[config.mk]
export PLATFORM = sky130hd
export DESIGN_NAME = grf_write_arbiter_flat
export DESIGN_NICKNAME = d
export VERILOG_FILES = /design/src/rtl/grf_write_arbiter_if.sv /design/src/rtl/grf_write_arbiter.sv /design/src/flat_wrapper.sv
export SDC_FILE = /design/constraint.sdc
export NUM_CORES = 1
export LEC_CHECK = 0
export BUFFER_PORTS_ARGS = -buffer_cell sky130_fd_sc_hd__buf_4
export CAP_MARGIN = 30
export CORE_ASPECT_RATIO = 1.2
export CORE_MARGIN = 5
export CORE_UTILIZATION = 30
export CTS_CLUSTER_DIAMETER = 200
export CTS_CLUSTER_SIZE = 8
export DETAILED_ROUTE_END_ITERATION = 16
export PLACE_DENSITY = 0.54
export SLEW_MARGIN = 5
export SYNTH_ARGS = -nofsm -noshare
export SYNTH_HDL_FRONTEND = slang
export SYNTH_SLANG_ARGS = --single-unit
[constraint.sdc]
create_clock -name i_clk -period 4.1 [get_ports i_clk]
set_input_delay 0.82 -clock i_clk [delete_from_list [all_inputs] [get_ports i_clk]]
set_output_delay 0.82 -clock i_clk [all_outputs]
set_load 0.02 [all_outputs]
[src/rtl/grf_write_arbiter_if.sv]
// GRF write-port arbitration bundle: two requesters, scoreboard claim, and the registered
// GRF write port with scoreboard state.
interface grf_write_arbiter_if;
    logic        hold;
    logic        a_valid;
    logic        a_ready;
    logic [4:0]  a_addr;
    logic [31:0] a_data;
    logic [31:0] a_pc;
    logic        b_valid;
    logic        b_ready;
    logic [4:0]  b_addr;
    logic [31:0] b_data;
    logic [31:0] b_pc;
    logic        claim_valid;
    logic [4:0]  claim_addr;
    logic        wr_en;
    logic [4:0]  wr_addr;
    logic [31:0] wr_data;
    logic [31:0] wr_pc;
    logic [31:0] pending;
    logic        last_grant;

    modport master (
        output hold, a_valid, a_addr, a_data, a_pc, b_valid, b_addr, b_data, b_pc,
               claim_valid, claim_addr,
        input  a_ready, b_ready, wr_en, wr_addr, wr_data, wr_pc, pending, last_grant
    );

    modport slave (
        input  hold, a_valid, a_addr, a_data, a_pc, b_valid, b_addr, b_data, b_pc,
               claim_valid, claim_addr,
        output a_ready, b_ready, wr_en, wr_addr, wr_data, wr_pc, pending, last_grant
    );
endinterface

[src/rtl/grf_write_arbiter.sv]
// Round-robin arbiter sharing the GRF write port between writeback (A) and the multi-cycle
// unit (B), with a registered write stage and a per-register pending scoreboard for B.
module grf_write_arbiter (
    input logic                i_clk,
    input logic                i_reset,
    grf_write_arbiter_if.slave bus
);

    logic        w_a_grant;
    logic        w_b_grant;
    logic [31:0] w_pending_d;

    logic        r_wr_en;
    logic [4:0]  r_wr_addr;
    logic [31:0] r_wr_data;
    logic [31:0] r_wr_pc;
    logic [31:0] r_pending;
    logic        r_last_grant;

    // On a tie the requester that did not win last time goes first.
    always_comb begin
        w_a_grant = 1'b0;
        w_b_grant = 1'b0;
        if (!bus.hold) begin
            if (bus.a_valid && bus.b_valid) begin
                w_a_grant = r_last_grant;
                w_b_grant = !r_last_grant;
            end else begin
                w_a_grant = bus.a_valid;
                w_b_grant = bus.b_valid;
            end
        end
    end

    // Claim is applied after the clear so a same-cycle claim wins.
    always_comb begin
        w_pending_d = r_pending;
        if (w_b_grant) begin
            w_pending_d[bus.b_addr] = 1'b0;
        end
        if (bus.claim_valid) begin
            w_pending_d[bus.claim_addr] = 1'b1;
        end
        w_pending_d[0] = 1'b0;
    end

    always_ff @(posedge i_clk or posedge i_reset) begin
        if (i_reset) begin
            r_wr_en      <= 1'b0;
            r_wr_addr    <= 5'd0;
            r_wr_data    <= 32'd0;
            r_wr_pc      <= 32'd0;
            r_pending    <= 32'd0;
            r_last_grant <= 1'b1;
        end else begin
            r_wr_en   <= 1'b0;
            r_pending <= w_pending_d;
            if (w_a_grant) begin
                r_wr_en      <= |bus.a_addr;
                r_wr_addr    <= bus.a_addr;
                r_wr_data    <= bus.a_data;
                r_wr_pc      <= bus.a_pc;
                r_last_grant <= 1'b0;
            end else if (w_b_grant) begin
                r_wr_en      <= |bus.b_addr;
                r_wr_addr    <= bus.b_addr;
                r_wr_data    <= bus.b_data;
                r_wr_pc      <= bus.b_pc;
                r_last_grant <= 1'b1;
            end
        end
    end

    assign bus.a_ready    = w_a_grant;
    assign bus.b_ready    = w_b_grant;
    assign bus.wr_en      = r_wr_en;
    assign bus.wr_addr    = r_wr_addr;
    assign bus.wr_data    = r_wr_data;
    assign bus.wr_pc      = r_wr_pc;
    assign bus.pending    = r_pending;
    assign bus.last_grant = r_last_grant;

endmodule

[src/flat_wrapper.sv]
// flat-port wrapper written by rule: the top's interface ports become plain ports
module grf_write_arbiter_flat 
  (i_clk, i_reset, bus_hold, bus_a_valid, bus_a_addr, bus_a_data, bus_a_pc, bus_b_valid, bus_b_addr, bus_b_data, bus_b_pc, bus_claim_valid, bus_claim_addr, bus_a_ready, bus_b_ready, bus_wr_en, bus_wr_addr, bus_wr_data, bus_wr_pc, bus_pending, bus_last_grant);
  grf_write_arbiter_if bus_i ();
  input logic i_clk;
  input logic i_reset;
  input wire logic [$bits(bus_i.hold)-1:0] bus_hold;
  input wire logic [$bits(bus_i.a_valid)-1:0] bus_a_valid;
  input wire logic [$bits(bus_i.a_addr)-1:0] bus_a_addr;
  input wire logic [$bits(bus_i.a_data)-1:0] bus_a_data;
  input wire logic [$bits(bus_i.a_pc)-1:0] bus_a_pc;
  input wire logic [$bits(bus_i.b_valid)-1:0] bus_b_valid;
  input wire logic [$bits(bus_i.b_addr)-1:0] bus_b_addr;
  input wire logic [$bits(bus_i.b_data)-1:0] bus_b_data;
  input wire logic [$bits(bus_i.b_pc)-1:0] bus_b_pc;
  input wire logic [$bits(bus_i.claim_valid)-1:0] bus_claim_valid;
  input wire logic [$bits(bus_i.claim_addr)-1:0] bus_claim_addr;
  output wire logic [$bits(bus_i.a_ready)-1:0] bus_a_ready;
  output wire logic [$bits(bus_i.b_ready)-1:0] bus_b_ready;
  output wire logic [$bits(bus_i.wr_en)-1:0] bus_wr_en;
  output wire logic [$bits(bus_i.wr_addr)-1:0] bus_wr_addr;
  output wire logic [$bits(bus_i.wr_data)-1:0] bus_wr_data;
  output wire logic [$bits(bus_i.wr_pc)-1:0] bus_wr_pc;
  output wire logic [$bits(bus_i.pending)-1:0] bus_pending;
  output wire logic [$bits(bus_i.last_grant)-1:0] bus_last_grant;
  assign bus_i.hold = bus_hold;
  assign bus_i.a_valid = bus_a_valid;
  assign bus_i.a_addr = bus_a_addr;
  assign bus_i.a_data = bus_a_data;
  assign bus_i.a_pc = bus_a_pc;
  assign bus_i.b_valid = bus_b_valid;
  assign bus_i.b_addr = bus_b_addr;
  assign bus_i.b_data = bus_b_data;
  assign bus_i.b_pc = bus_b_pc;
  assign bus_i.claim_valid = bus_claim_valid;
  assign bus_i.claim_addr = bus_claim_addr;
  assign bus_a_ready = bus_i.a_ready;
  assign bus_b_ready = bus_i.b_ready;
  assign bus_wr_en = bus_i.wr_en;
  assign bus_wr_addr = bus_i.wr_addr;
  assign bus_wr_data = bus_i.wr_data;
  assign bus_wr_pc = bus_i.wr_pc;
  assign bus_pending = bus_i.pending;
  assign bus_last_grant = bus_i.last_grant;
  grf_write_arbiter u_core (.i_clk(i_clk), .i_reset(i_reset), .bus(bus_i));
endmodule
After elaboration in Yosys (flattened, before gate mapping)

Index checks and enable logic that the tools add are counted.
Widths: inputs -> output; s select.

Bitwise operators: 3
Reduce and logical (&&, ||, !) cells: 7
Mux-type cells: 20
$lt $le $gt $ge: 4

Operators by type and width:

| kind               | count |
|---|---|
| $mux 32            | 6 |
| $and 32x32->32     | 1 |
| $not 32->32        | 1 |
| $or 32x32->32      | 1 |
| $lt 5x6->1 const B | 2 |
| $demux 1 s5        | 2 |
| $ge 5x1->1 const B | 2 |
| $mux 1             | 10 |
| $mux 5             | 2 |
| $reduce_or 5->1    | 2 |
| $logic_and 1x1->1  | 3 |
| $reduce_bool 2->1  | 1 |
| $logic_not 1->1    | 1 |

Word-level logic and storage cells: 40
Output and inout bits: 105
Bits of input ports: 149
Register bits after elaboration: 102

Longest topological paths before layout

Word-level depth: 9
Depth in mapped cells: 6
Mapped depth without buffers: 4

Least setup slack after synthesis

Ideal clock, no wire load.

Path type: input-to-output
Start: in bus_hold
End: out bus_b_ready
Buffers on the path: 1
Path slack: 1.761 ns
Cell stages on the path: 3
Data required time: 3.280 ns
Arrival: 1.519 ns
Cell sequence: nand2b_1 buf_4 nor2_1

Longest elaborated chain between the ends: 1

RTL lines:

| item               | line                    | source |
|---|---|---|
| start: declaration | flat_wrapper.sv:7       | `input wire logic [$bits(bus_i.hold)-1:0] bus_hold;` |
| $mux 1             | grf_write_arbiter.sv:24 | `if (!bus.hold) begin` |
| end: declaration   | flat_wrapper.sv:19      | `output wire logic [$bits(bus_i.b_ready)-1:0] bus_b_ready;` |

Every way passes these cells.

Final worst setup path

Start: reg u_core.r_last_grant, in the netlist u_core.bus.last_grant
End: out bus_last_grant

RTL lines:

| item                     | line                    | source |
|---|---|---|
| start: declaration       | grf_write_arbiter.sv:18 | `logic r_last_grant;` |
| start signal: assignment | grf_write_arbiter.sv:54 | `r_last_grant <= 1'b1;` |
| start signal: assignment | grf_write_arbiter.sv:63 | `r_last_grant <= 1'b0;` |
| start signal: assignment | grf_write_arbiter.sv:69 | `r_last_grant <= 1'b1;` |
| end: declaration         | flat_wrapper.sv:25      | `output wire logic [$bits(bus_i.last_grant)-1:0] bus_last_grant;` |

No word-level cell between the ends.

==> results by group <==
Status
  – Status: complete, no violations

Yosys
  – Post-synth top area share: 47.5%
  – Simple-Gate Fraction of Synth Area: 13.0%
  – Post-synth top flop: dfrtp_1
  – Synthesized area: 5320 um^2
  – Adder-Cell Fraction of Synth Area: 0%
  – Number of synthesized flops with an enable pin: 0
  – Yosys reg bits: 102
  – Largest family of logic cells by synthesized area: compound AO/OA/AOI/OAI gates
  – Synth top area cells: dfrtp_1, o2111ai_1, a31oi_1
  – Area leader, netlist: dfrtp_1
  – Dominant cell by count in the synthesized netlist: dfrtp_1
  – Complex-gate fraction of the synthesized area: 31.4%
  – Synth top cells by count: dfrtp_1, nor2_1, a31oi_1, o2111ai_1, o21ai_0
  – Synth async-reset ratio: 100%
  – Distinct cells, synth: 42
  – Mean Syn Cell Area: 9.29 um^2
  – Multiplexer share of the synthesized area: 0.188%
  – Cells after synthesis: 573
  – Syn Nets: 722
  – Warning count from the yosys run: 0
  – Post-synthesis sequential area ratio: 48.0%
  – Post-synthesis xor/xnor area fraction: 0%

Drt
  – DRC: 0
  – Detail Route Antenna Nets: 0
  – Top Layer Used: met4
  – Initial DRC count: 462
  – Via density: 5.64
  – Met3 routed WL: 1.83 mm
  – DR WL met2: 10.0 mm
  – Vias: 5,666
  – Average routed wire per standard cell: 21.3 um
  – Drt total wl: 21.4 mm
  – Pre-Repair DR Iteration Count: 5
  – Post-Route M1 WL: 8.82 mm

Worst hold path
  – Hold crit path type: flop to flop
  – Hold Path Origin: u_core.bus.pending[18]
  – Cells on Worst Hold Path: 2
  – Hold endpoint: u_core.bus.pending[18]

Timing
  – Worst slew pin tran: 0.714 ns
  – Max Slew Vio Count: 0
  – Setup TNS Final: 0 ns
  – Setup ws final: 1.34 ns
  – RSZ-0062 raised after global routing: false
  – Final Skew: 0.00495 ns
  – Fmax: 363 MHz
  – Relative slew slack: 52.0%
  – Fin crit share: 67.2%
  – Final Hold Fails: 0
  – Count of final setup violators: 0
  – Tmin final: 2.76 ns

CTS
  – Clock latency on the worst-skew pair: 0.35 ns
  – Total CTS buffers: 9
  – CTS Root Cell: clkbuf_16
  – TritonCTS clock tree: yes
  – Post-CTS sizing: 0
  – CTS max path bufs: 2
  – Clk slew on worst S/H paths: 0.07 ns
  – Hold buffers post-CTS: 0
  – Post-CTS Setup Inserts: 0
  – Htree depth: 3
  – Clk sinks: 102

Setup path
  – Critical path fanouts, max: 58
  – Arrival @ worst endpoint: 1.94 ns
  – Worst Path Required: 3.28 ns
  – Reg2Reg Launch Point: u_core.bus.last_grant
  – FF-to-FF path depth: 3
  – Worst r2r dst: u_core.bus.wr_pc[24]
  – Startpoint Class: flop
  – Setup CP Type: flop to output pin
  – Worst reg2reg setup slack: 2.24 ns
  – Crit end category: output pin

Floorplanning
  – Chip height: 156 um
  – Starting density of the core: 30.4%
  – Die Width: 132 um
  – Placement Rows: 53
  – Ports: 254
  – Core area: 17,500 um^2
  – Die area: 20,500 um^2

Finish
  – Layout cells sized above 1: 37.1%
  – Area growth syn-to-layout: 42.7%
  – Layout Nets: 928

Global route
  – Grt ovf: 0
  – Largest net degree at the start of global routing: 66
  – Initial antenna violation count: 1
  – First-pass GRT wire length: 32.9 mm
  – Overall routing resource usage: 19.9%
  – Vias in the first global route: 5,598

Job
  – Max_cap viols: 0

Power and ir drop
  – Static Leak: 3.27 nW
  – Max IR drop VDD: 211 uV
  – Pwr Density: 424 nW/um^2

Placed design
  – Placer congestion estimate: 0.833
  – # port buffers: 252
  – Post-DP HPWL: 15.2 mm
  – Post-Place Setup Slack: 1.46 ns
==> metrics by stage <==
stage                     std cells  power [mW]  hold WS (ns)  util (%)  instance area, um^2
after global routing           1005        3.38         0.536      43.4                 7600
final                          1005        3.22         0.511      43.4                 7600
after floorplan                 573        1.83         0.607         -                 5320
after global placement          985        2.34         0.504      41.2                 7220
after CTS                      1004        3.25         0.517      43.4                 7590
after detailed placement        988        2.36         0.489      41.6                 7290
==> cells in the final DEF (no fill, tap or decap), types with 2 or more instances in the layout <==
cell type   count
o21ai_0        46
nand3b_1        3
dfrtp_1       101
inv_1           7
nor2_1         66
clkinvlp_4      3
a221o_1         4
or3_1           2
o41ai_1        24
or3b_1          3
nor3_1          3
o21ai_1        28
a31oi_1        64
a22oi_1         7
o2111ai_1      64
inv_2           3
and3b_1         5
nand2_1        44
buf_4         260
nand2b_1        5
nor3b_1         3
nor2b_1         4
buf_12          2
inv_6           2
clkbuf_16       9
==> cell type report <==
cell class / instances / area (um^2)
fillers: 1736 / 9910
flip-flops and latches: 102 / 2550
multi-input cells: 392 / 2390
repair buffers: 263 / 2020
well taps: 220 / 275
clock buffers: 9 / 225
clock inverters: 7 / 81.3
inverters: 11 / 43.8
diodes: 1 / 2.50
==> sequential cells by signal, summed over array words and instances, names as in the netlist <==
name,cells
u_core.bus.wr_en,1
u_core.bus.wr_data,32
u_core.bus.wr_pc,32
u_core.bus.last_grant,1
u_core.bus.wr_addr,5
u_core.bus.pending,31
==> cells by family (layout without fill, tap and decap cells) <==
logic type             Yosys count  in the layout
and+or+nand+nor                148            148
other                            1              2
AOI/OAI and AO/OA              242            242
DFF                            102            102
buffers and inverters           79            290
muxes                            1              1
==> report_power, final <==
part	internal (mW)	switching, mW
registers	1.17	0.114
logic	0.438	0.611
clock network	0.482	0.404
==> worst max-delay path, stage by stage (launching register included) <==
cell and delay, ns:
dfstp_2 0.70, buf_4 0.60, buf_4 0.26
==> layer usage <==
| layer | GRT usage, % | up-vias |
|---|---|---|
| li1 | - | 2612 |
| met1 | 25.9 | 2727 |
| met2 | 31.1 | 291 |
| met3 | 5.42 | 36 |
| met4 | 8.62 | 0 |
| met5 | 0 | - |
==> worst max path at each step <==
stage / from / endpoint / slack [ns] / cells past startpoint
after floorplan: i_reset / u_core.bus.pending[10] / 0.61 / 1
after global placement: bus_hold / bus_b_ready / 1.48 / 5
after detailed placement: bus_hold / bus_b_ready / 1.46 / 5
after CTS: u_core.bus.last_grant / bus_last_grant / 1.32 / 2
after global routing: u_core.bus.last_grant / bus_last_grant / 1.26 / 2
final: u_core.bus.last_grant / bus_last_grant / 1.34 / 2
(Power assumes the default switching activity.)
